### src/rtl/bp_common_pkg.sv
// Shared dcache/LCE types and sizing macros for the LCE transmit path.
// Provides BSG_SAFE_CLOG2 and BP_LCE_CREDIT_WIDTH for the arbiter and the request handler.
`ifndef BSG_SAFE_CLOG2
`define BSG_SAFE_CLOG2(x) (((x) == 1) ? 1 : $clog2(x))
`endif

`ifndef BP_LCE_CREDIT_WIDTH
`define BP_LCE_CREDIT_WIDTH(credits_p) `BSG_SAFE_CLOG2((credits_p) + 1)
`endif

package bp_common_pkg;

  typedef enum logic [0:0] {
    e_ARB    = 1'b0,
    e_LOCKED = 1'b1
  } bp_lce_tx_arb_state_e;

endpackage

### src/rtl/bp_be_dcache_credit_counter.sv
// Up/down saturating LCE request credit counter with registered full/empty decode.
module bp_be_dcache_credit_counter
  #(parameter int credits_p = 8
  , localparam int credit_width_lp = `BP_LCE_CREDIT_WIDTH(credits_p)
  )
  (input  logic                       clk_i
  , input  logic                       reset_i
  , input  logic                       up_i
  , input  logic                       down_i
  , output logic [credit_width_lp-1:0] count_o
  , output logic                       full_o
  , output logic                       empty_o
  );

  localparam logic [credit_width_lp-1:0] max_lp = credit_width_lp'(credits_p);
  localparam logic [credit_width_lp-1:0] one_lp = credit_width_lp'(1);

  logic [credit_width_lp-1:0] count_r, count_n;

  // Flags come only from the register, so req_sent_i never reaches full_o combinationally.
  assign full_o  = (count_r == max_lp);
  assign empty_o = (count_r == '0);
  assign count_o = count_r;

  always_comb begin
    count_n = count_r;
    if (up_i && !down_i && !full_o)
      count_n = count_r + one_lp;
    else if (down_i && !up_i && !empty_o)
      count_n = count_r - one_lp;
  end

  always_ff @(posedge clk_i or negedge reset_i) begin
    if (!reset_i) count_r <= '0;
    else          count_r <= count_n;
  end

`ifndef SYNTHESIS
  a_no_overflow: assert property (@(posedge clk_i) disable iff (!reset_i)
    !(up_i && !down_i && full_o));
  a_no_underflow: assert property (@(posedge clk_i) disable iff (!reset_i)
    !(down_i && !up_i && empty_o));
`endif

endmodule

### src/rtl/bp_be_dcache_lce_tx_arbiter.sv
// Round-robin, grant-locking arbiter for the dcache LCE->CCE response channel plus request credits.
// Optional BP_BE_DCACHE_TX_ARB_HIPRI0_EN: requester 0 always wins arbitration when valid.
module bp_be_dcache_lce_tx_arbiter
  import bp_common_pkg::*;
  #(parameter int num_req_p    = 3
  , parameter int resp_width_p = 64
  , parameter int credits_p    = 8
  , localparam int credit_width_lp = `BP_LCE_CREDIT_WIDTH(credits_p)
  , localparam int req_id_width_lp = `BSG_SAFE_CLOG2(num_req_p)
  )
  (input  logic                              clk_i
  , input  logic                              reset_i
  , input  logic [num_req_p-1:0]              resp_v_i
  , input  logic [num_req_p*resp_width_p-1:0] resp_data_i
  , output logic [num_req_p-1:0]              resp_yumi_o
  , output logic [resp_width_p-1:0]           lce_resp_o
  , output logic                              lce_resp_v_o
  , input  logic                              lce_resp_yumi_i
  , output logic [req_id_width_lp-1:0]        grant_id_o
  , input  logic                              req_sent_i
  , input  logic                              credit_return_i
  , output logic                              credits_full_o
  , output logic                              credits_empty_o
  , output logic [credit_width_lp-1:0]        credit_count_o
  );

`ifdef BP_BE_DCACHE_TX_ARB_HIPRI0_EN
  localparam bit hipri0_lp = 1'b1;
`else
  localparam bit hipri0_lp = 1'b0;
`endif

  typedef logic [req_id_width_lp-1:0] id_t;

  function automatic id_t next_ptr(input id_t g);
    return (int'(g) >= num_req_p-1) ? '0 : g + id_t'(1);
  endfunction

  logic [num_req_p-1:0][resp_width_p-1:0] resp_data_arr;
  assign resp_data_arr = resp_data_i;

  bp_lce_tx_arb_state_e state_r, state_n;
  id_t grant_r, grant_n, rr_ptr_r, rr_ptr_n;
  id_t rr_grant, arb_grant, grant, idx;
  logic rr_found, sel_v, yumi;

  // Rotating search from rr_ptr_r; with high priority enabled slot 0 is left to the override.
  always_comb begin
    rr_grant = rr_ptr_r;
    rr_found = 1'b0;
    idx      = '0;
    for (int i = 0; i < num_req_p; i++) begin
      idx = id_t'((int'(rr_ptr_r) + i) % num_req_p);
      if (!rr_found && resp_v_i[idx] && !(hipri0_lp && idx == '0)) begin
        rr_found = 1'b1;
        rr_grant = idx;
      end
    end
    arb_grant = (hipri0_lp && resp_v_i[0]) ? '0 : rr_grant;
  end

  always_comb begin
    state_n     = state_r;
    grant_n     = grant_r;
    rr_ptr_n    = rr_ptr_r;
    grant       = arb_grant;
    sel_v       = |resp_v_i;
    resp_yumi_o = '0;
    if (state_r == e_LOCKED) begin
      grant = grant_r;
      sel_v = resp_v_i[grant_r];
    end
    sel_v = sel_v & reset_i;
    yumi  = sel_v & lce_resp_yumi_i;
    if (yumi) resp_yumi_o[grant] = 1'b1;

    case (state_r)
      e_ARB: begin
        if (yumi) begin
          if (!(hipri0_lp && grant == '0)) rr_ptr_n = next_ptr(grant);
        end else if (sel_v) begin
          grant_n = grant;
          state_n = e_LOCKED;
        end
      end
      e_LOCKED: begin
        if (yumi) begin
          if (!(hipri0_lp && grant_r == '0)) rr_ptr_n = next_ptr(grant_r);
          state_n = e_ARB;
        end else if (!resp_v_i[grant_r]) begin
          // Requester withdrew without a handshake; recover rather than wedge the channel.
          state_n = e_ARB;
        end
      end
      default: state_n = e_ARB;
    endcase
  end

  always_ff @(posedge clk_i or negedge reset_i) begin
    if (!reset_i) begin
      state_r  <= e_ARB;
      grant_r  <= '0;
      rr_ptr_r <= '0;
    end else begin
      state_r  <= state_n;
      grant_r  <= grant_n;
      rr_ptr_r <= rr_ptr_n;
    end
  end

  assign lce_resp_v_o = sel_v;
  assign lce_resp_o   = sel_v ? resp_data_arr[grant] : '0;
  assign grant_id_o   = reset_i ? grant : '0;

  bp_be_dcache_credit_counter #(.credits_p(credits_p)) credit_cnt
    (.clk_i   (clk_i)
    ,.reset_i (reset_i)
    ,.up_i    (req_sent_i)
    ,.down_i  (credit_return_i)
    ,.count_o (credit_count_o)
    ,.full_o  (credits_full_o)
    ,.empty_o (credits_empty_o)
    );

`ifndef SYNTHESIS
  a_lock_held: assert property (@(posedge clk_i) disable iff (!reset_i)
    !(state_r == e_LOCKED && !resp_v_i[grant_r]));
  a_yumi_legal: assert property (@(posedge clk_i) disable iff (!reset_i)
    !(lce_resp_yumi_i && !lce_resp_v_o));
`endif

endmodule

### config.mk
export PLATFORM = sky130hd
export DESIGN_NAME = bp_be_dcache_lce_tx_arbiter
export DESIGN_NICKNAME = d
export VERILOG_FILES = /design/src/rtl/bp_common_pkg.sv /design/src/rtl/bp_be_dcache_credit_counter.sv /design/src/rtl/bp_be_dcache_lce_tx_arbiter.sv
export SDC_FILE = /design/constraint.sdc
export NUM_CORES = 1
export LEC_CHECK = 0
export BUFFER_PORTS_ARGS = -buffer_cell sky130_fd_sc_hd__buf_2
export CORE_AREA = 2 2 106 108
export CTS_BUF_LIST = sky130_fd_sc_hd__clkbuf_8
export CTS_CLUSTER_DIAMETER = 40
export DETAILED_ROUTE_END_ITERATION = 8
export DIE_AREA = 0 0 108 110
export HOLD_SLACK_MARGIN = 0.03
export PLACE_DENSITY = 0.67
export SYNTH_ARGS = -nofsm -noshare
export SYNTH_HDL_FRONTEND = slang
export SYNTH_SLANG_ARGS = --single-unit
### constraint.sdc
create_clock -name clk_i -period 2.6 [get_ports clk_i]
set_input_delay 0.39 -clock clk_i [delete_from_list [all_inputs] [get_ports clk_i]]
set_output_delay 0.39 -clock clk_i [all_outputs]
set_load 0.01 [all_outputs]
# ---- After elaboration in Yosys (flattened, before gate mapping)
# Index checks and enable logic that the tools add are counted.
dict set report totals {
  regBits 9
  output_inout_bits 76
}
dict set report classes {
  add_sub_neg 6
  div 3
  n_lt_le_gt_ge 8
  eq_ne 3
  n_mux 34
  n_bitwise 4
  reduce_logical 18
}
# operator n
set op_table {}
lappend op_table {{64-bit binary-select mux with 2-bit select} 1}
lappend op_table {{64-bit 2-to-1 mux} 2}
lappend op_table {{32-bit by 3-bit remainder unit with 32-bit output, second input constant} 2}
lappend op_table {{3-bit by 3-bit remainder unit with 32-bit output, second input constant} 1}
lappend op_table {{2-bit 2-to-1 mux} 9}
lappend op_table {{2-bit by 3-bit less-than comparator with 1-bit output, second input constant} 5}
lappend op_table {{1-bit 2-to-1 mux} 12}
lappend op_table {{1-bit binary-select mux with 2-bit select} 4}
lappend op_table {{4-bit 2-to-1 mux} 2}
lappend op_table {{1-bit logical AND} 7}
lappend op_table {{1-bit logical NOT} 6}
lappend op_table {{2-bit by 1-bit adder with 2-bit output, second input constant} 2}
lappend op_table {{4-bit by 1-bit adder with 4-bit output, second input constant} 1}
lappend op_table {{4-bit equality test, second input constant} 1}
lappend op_table {{2-bit greater-or-equal comparator, second input constant} 2}
lappend op_table {{4-bit logical NOT} 1}
lappend op_table {{2-bit case mux with 2 select lines} 1}
lappend op_table {{4-bit by 1-bit subtractor with 4-bit output, second input constant} 1}
lappend op_table {{2-bit by 1-bit adder with 3-bit output, second input constant} 1}
lappend op_table {{2-bit by 2-bit adder with 3-bit output, second input constant} 1}
lappend op_table {{3-bit 2-to-1 mux} 1}
lappend op_table {{3-bit AND reduction} 1}
lappend op_table {{3-bit OR reduction} 1}
lappend op_table {{1-bit bitwise AND} 2}
lappend op_table {{8 further kinds} 9}

# ---- Logic depth before layout (Yosys ltp)
dict set report depth {
  word_depth 16
  ltp_mapped 11
  mapped_depth_nobuf 10
}

# ---- Hierarchy
# A second synthesis with hierarchy kept.
dict set report hier_totals {
  hier_cells 257
  area_unflattened_um2 2613.8
}
# module n_inst cells_per_inst area_each_um2 seq_area_each_um2
set modules_own_cells {}
lappend modules_own_cells {bp_be_dcache_lce_tx_arbiter 1 230 2296.0 125.1}
lappend modules_own_cells {bp_be_dcache_credit_counter 1 27 317.8 100.1}

# ---- Worst setup path before layout
# OpenSTA, ideal clock, no wires.
dict set report synth_path {
  path_type {register -> output}
  start {register rr_ptr_r[0]}
  end {output resp_yumi_o[2]}
  arrival_time_ns 2.347
  setup_slack_ns -0.137
  stages_incl_launch_ff 11
  path_cell_list {dfrtp_1 > inv_1 > ha_1 > buf_6 > mux2i_1 > o22ai_1 > o311a_4 > o221ai_2 > buf_4 > nand2_1 > nor3b_1}
}
dict set report synth_between {
  elab_chain_cells 16
  elab_cells_between_ends 27
}
# element line
set synth_rtl {}
lappend synth_rtl {{start: declaration} bp_be_dcache_lce_tx_arbiter.sv:43} ;# id_t grant_r, grant_n, rr_ptr_r, rr_ptr_n;
lappend synth_rtl {{start signal: assignment} bp_be_dcache_lce_tx_arbiter.sv:107} ;# rr_ptr_r <= rr_ptr_n;
lappend synth_rtl {{branches (longest 9 deep; another with 32-bit by 3-bit remainder unit with 32-bit output)} -}
lappend synth_rtl {{2-bit 2-to-1 mux (*)} bp_be_dcache_lce_tx_arbiter.sv:54} ;# if (!rr_found && resp_v_i[idx] && !(hipri0_lp && idx == '0)) begin
lappend synth_rtl {{2-bit 2-to-1 mux (*)} bp_be_dcache_lce_tx_arbiter.sv:69} ;# if (state_r == e_LOCKED) begin
lappend synth_rtl {{2-bit by 3-bit less-than comparator with 1-bit output (implied by the code) or 2-bit by 1-bit greater-or-equal comparator with 1-bit output (tied branches)} bp_be_dcache_lce_tx_arbiter.sv:75} ;# if (yumi) resp_yumi_o[grant] = 1'b1;
lappend synth_rtl {{1-bit logical AND (implied by the code)} bp_be_dcache_lce_tx_arbiter.sv:75}
lappend synth_rtl {{1-bit 2-to-1 mux (implied by the code)} bp_be_dcache_lce_tx_arbiter.sv:75}
lappend synth_rtl {{1-bit demux with 2-bit select (*)} bp_be_dcache_lce_tx_arbiter.sv:75}
lappend synth_rtl {{3-bit 2-to-1 mux (*)} bp_be_dcache_lce_tx_arbiter.sv:75}
lappend synth_rtl {{end: declaration} bp_be_dcache_lce_tx_arbiter.sv:15} ;# , output logic [num_req_p-1:0] resp_yumi_o
# Every way passes the cells marked *. The select of a mux whose other input is x is not followed.

# ---- Worst setup path after layout
dict set report layout_path {
  start {register rr_ptr_r[1]}
  end {output lce_resp_o[0]}
}
dict set report layout_between {
  elab_chain_cells 14
  elab_cells_between_ends 24
}
# element line
set layout_rtl {}
lappend layout_rtl {{branches (longest 9 deep; another with 32-bit by 3-bit remainder unit with 32-bit output)} -}
lappend layout_rtl {{2-bit 2-to-1 mux (*)} bp_be_dcache_lce_tx_arbiter.sv:54}
lappend layout_rtl {{2-bit 2-to-1 mux (*)} bp_be_dcache_lce_tx_arbiter.sv:69}
lappend layout_rtl {{64-bit binary-select mux with 2-bit select (*)} bp_be_dcache_lce_tx_arbiter.sv:112} ;# assign lce_resp_o = sel_v ? resp_data_arr[grant] : '0;
lappend layout_rtl {{64-bit 2-to-1 mux (implied by the code) (*)} bp_be_dcache_lce_tx_arbiter.sv:112}
lappend layout_rtl {{64-bit 2-to-1 mux (*)} bp_be_dcache_lce_tx_arbiter.sv:112}
lappend layout_rtl {{end: declaration} bp_be_dcache_lce_tx_arbiter.sv:16} ;# , output logic [resp_width_p-1:0] lce_resp_o
# Marked as above.

==> results.txt <==
----------------------------------------------------
[Die]
  Cell row count ... 38
  Die height ... 110 µm
  Die area ... 11900 µm²
  Initial core utilization ... 0.286
  Placeable core region ... 10700 µm²
  IO Pins ... 276
  Die X-Extent ... 108 µm

[CTS]
  CTS sink cnt ... 9
  Number of CTS-inserted buffers ... 3
  CTS Hold Bufs ... 0
  Clock tree buffer depth ... 2
  Clock transition at the registers of the reported paths ... 0.04 ns
  Root buffer cell ... sky130_fd_sc_hd__clkbuf_8
  Clock tree from TritonCTS ... yes
  CTS H-Tree Depth ... 1
  Clock Latency Late Sink ... 0.23 ns

[Logic synthesis]
  Syn Area/Cell ... 7.54 µm²
  Syn Nets ... 612
  Async set-reset flop share out of synthesis ... 1.00
  Area of the mapped netlist ... 3060 µm²
  Complex-gate fraction of the synthesized area ... 0.395
  Number of instances in the synthesized netlist ... 405
  Multiplexer fraction of the synthesized cell area ... 0.0344
  Synth top cells by count ... 79 x sky130_fd_sc_hd__nand2_1, 69 x sky130_fd_sc_hd__inv_1, 64 x sky130_fd_sc_hd__nand4_1
  Post-synth top area share ... 0.300
  Portion of the post-synthesis area used by sequential elements ... 0.0737
  Post-synth EDFFs ... 0
  Biggest area consumer among synthesized cells ... sky130_fd_sc_hd__o221ai_2
  Top cells by area, synth ... sky130_fd_sc_hd__o221ai_2 30%, sky130_fd_sc_hd__nand4_1 13%, sky130_fd_sc_hd__nand2_1 9.7%, sky130_fd_sc_hd__inv_1 8.5%, sky130_fd_sc_hd__dfrtp_1 7.4%
  Xor-xnor portion of the synthesized cell area ... 0.00573
  Dominant cell by count in the synthesized netlist ... sky130_fd_sc_hd__nand2_1
  Adder and majority cell fraction of the synthesized area ... 0.0311
  Cell variety after synth ... 46
  Synthesis warning total ... 0
  Flip-flop and latch count after synthesis ... 9
  Basic-gate share of the synthesized area counting and, or, nand and nor cells ... 0.282
  Main combinational cell family by area after synthesis ... compound AO/OA/AOI/OAI gates
  Top flip-flop cell by instance count after synthesis ... sky130_fd_sc_hd__dfrtp_1

[Layout]
  Antenna Diode Count ... 0
  Final cell count without fillers ... 844
  Relative area change from synthesis to final layout ... 81.0%
  Count of filler cells inserted in the layout ... 1031
  Ratio of cells with drive above 1 in the final layout ... 0.618
  Layout Nets ... 912

[Min path]
  Worst Hold Class ... in2async

[Detailed routing]
  Drt first pass iters ... 7
  Count of antenna-violating nets left after detailed routing ... 0
  Violation count after the first detailed-route iteration ... 319
  Via count normalized by instance count ... 5.31
  Routed wirelength normalized by instance count ... 17.2 µm
  Post-route DRC violation count ... 0
  Total routed wirelength ... 14.5 mm
  Total number of vias ... 4478

[STA]
  Max-slew headroom at the worst pin ... 0.691
  Clock skew after layout ... 0.00229 ns
  Final Cycle Share ... 1.21
  Slew Limit Fails ... 0
  Worst path setup slack after routing ... -0.545 ns
  Highest clock rate ... 0.318 GHz
  Total count of hold-check failures in the final report ... 0
  Endpoints failing setup ... 68
  Transition time of the tightest slew-check pin ... 0.458 ns
  Minimum period implied by the final worst setup slack ... 3.15 ns
  Setup repair after global routing missed its margin ... true

[Placement]
  Count of buffers from port buffering ... 275
  DP HPWL ... 10.4 mm
  Placed cells ... 812
  Place WS ... -0.295 ns
  Weighted congestion reported at the end of routability-driven placement ... 0.805

[Critical path]
  Critical path required time ... 2.21 ns
  Critical path class ... reg2out
  Signal arrival time at the worst endpoint ... 2.76 ns
  Worst-path maximum fanout ... 18
  Worst setup SP type ... flip-flop
  Crit path capture type ... output port

[Status]
  Failing checks ... setup timing
  Run status ... complete, but fails checks

[Global routing]
  Global-route wire length before repair ... 19.2 mm
  Via count of the first global-routing pass ... 4078
  Leftover overflow at the end of global routing ... 0
  Maximum number of pins on one net before global-route repair ... 38
  Antenna violations before repair ... 0
  GRT Resource Usage Total ... 0.197

[Power]
  Total power divided by cell area ... 1180 nW/µm²
  Maximum ir drop on the vdd rail ... 0.000785 V
  Static leakage power ... 2.79 nW

[Flow run]
  Maxcap violations ... 0

----------------------------------------------------
through the flow:
step | util | power (mW) | area (µm²) | hold slack, ns | TNS [ns]
detailed placement | 0.454 | 5.16 | 4860 | 0.341 | -13.90
finish | 0.517 | 6.53 | 5530 | 0.100 | -31.00
floorplan | - | 3.70 | 3230 | 0.0944 | -4.43
CTS | 0.478 | 5.65 | 5110 | 0.0972 | -30.79
global placement | 0.454 | 5.04 | 4860 | 0.336 | -11.69
global route | 0.517 | 6.98 | 5530 | 0.108 | -39.49
kinds of logic (layout without fill, tap and decap cells):
logic type,Yosys count,count (layout)
simple gates,171,171
buf+inv,113,412
compound gates,93,93
mux,10,10
flops,9,9
fa+ha+maj,7,7
xor+xnor,2,2
final timing paths:
path	slack, ns	from	end	cells past startpoint
setup / recovery	-0.55	rr_ptr_r[1]	lce_resp_o[0]	12
hold / removal	0.10	reset_i	credit_cnt.count_o[3]	2
setup reg to reg	0.17	rr_ptr_r[1]	rr_ptr_r[1]	10
hold reg to reg	0.59	grant_r[1]	grant_r[1]	1
max in group asynchronous	2.34	reset_i	rr_ptr_r[0]	2
min in group clk_i	0.41	credit_return_i	credit_cnt.count_o[3]	2
cell usage in the layout (no fill, tap or decap), types with 2 or more instances in the layout:
| cell | instances |
|---|---|
| sky130_fd_sc_hd__a21o_1 | 2 |
| sky130_fd_sc_hd__a21oi_1 | 2 |
| sky130_fd_sc_hd__and2_1 | 4 |
| sky130_fd_sc_hd__buf_12 | 12 |
| sky130_fd_sc_hd__buf_16 | 6 |
| sky130_fd_sc_hd__buf_2 | 273 |
| sky130_fd_sc_hd__buf_4 | 31 |
| sky130_fd_sc_hd__buf_6 | 9 |
| sky130_fd_sc_hd__clkbuf_16 | 7 |
| sky130_fd_sc_hd__clkbuf_8 | 3 |
| sky130_fd_sc_hd__dfrtp_1 | 8 |
| sky130_fd_sc_hd__ha_1 | 4 |
| sky130_fd_sc_hd__ha_4 | 2 |
| sky130_fd_sc_hd__inv_1 | 68 |
| sky130_fd_sc_hd__inv_2 | 2 |
| sky130_fd_sc_hd__mux2_2 | 4 |
| sky130_fd_sc_hd__mux2i_1 | 4 |
| sky130_fd_sc_hd__mux2i_4 | 2 |
| sky130_fd_sc_hd__nand2_1 | 77 |
| sky130_fd_sc_hd__nand2_2 | 2 |
| sky130_fd_sc_hd__nand2b_1 | 2 |
| sky130_fd_sc_hd__nand3b_1 | 2 |
| sky130_fd_sc_hd__nand4_1 | 64 |
| sky130_fd_sc_hd__nor2_1 | 5 |
| sky130_fd_sc_hd__nor2b_1 | 2 |
| sky130_fd_sc_hd__nor2b_2 | 2 |
| sky130_fd_sc_hd__nor3_1 | 3 |
| sky130_fd_sc_hd__o21ai_0 | 3 |
| sky130_fd_sc_hd__o21ai_1 | 2 |
| sky130_fd_sc_hd__o221ai_1 | 3 |
| sky130_fd_sc_hd__o221ai_2 | 54 |
| sky130_fd_sc_hd__o221ai_4 | 9 |
| sky130_fd_sc_hd__o22a_1 | 2 |
| sky130_fd_sc_hd__xor2_1 | 2 |
per-layer routing:
metal	up-vias	wire, µm	global-route usage
met4	0	335	0.0568
li1	2114	-	-
met5	-	0	0
met2	260	7100	0.358
met1	2070	5800	0.245
met3	34	1260	0.0212
where the power goes:
group | switching, mW | internal [mW] | total, mW
clock network | 0.0521 | 0.103 | 0.155
logic | 3.13 | 2.93 | 6.06
registers | 0.104 | 0.205 | 0.309
total | 3.29 | 3.24 | 6.53
registers in the layout, summed over array words and instances, names as in the netlist:
name                cells
credit_cnt.count_o      4
grant_r                 2
rr_ptr_r                2
state_r                 1
critical path, stage by stage (launching register included):
cell                        delay, ns
sky130_fd_sc_hd__dfrtp_1         0.42
sky130_fd_sc_hd__inv_2           0.10
sky130_fd_sc_hd__ha_4            0.16
sky130_fd_sc_hd__mux2i_4         0.25
sky130_fd_sc_hd__a2bb2oi_2       0.26
sky130_fd_sc_hd__nand3_2         0.12
sky130_fd_sc_hd__buf_6           0.14
sky130_fd_sc_hd__o22ai_4         0.16
sky130_fd_sc_hd__a32oi_4         0.15
sky130_fd_sc_hd__buf_4           0.16
sky130_fd_sc_hd__buf_12          0.16
sky130_fd_sc_hd__o221ai_1        0.26
sky130_fd_sc_hd__buf_2           0.19
layout make-up:
type | instances | area (µm²) | area share
multi-input combinational | 283 | 2530 | 0.457
timing repair buffer | 339 | 2300 | 0.415
inverter | 69 | 259 | 0.0468
sequential | 9 | 226 | 0.0410
tap | 140 | 175 | 0.0317
clock buffer | 3 | 41.3 | 0.00747
clock inverter | 1 | 3.75 | 0.000679
what timing repair did:
action | in CTS | in global routing
endpoints found under the setup margin | 69 | 69
pin swaps | 5 | 7
hold endpoints to repair | 0 | 0
buffers inserted | 4 | 10
resized for setup | 11 | 17
gates cloned | 4 | 10
(Power assumes the default switching activity.)
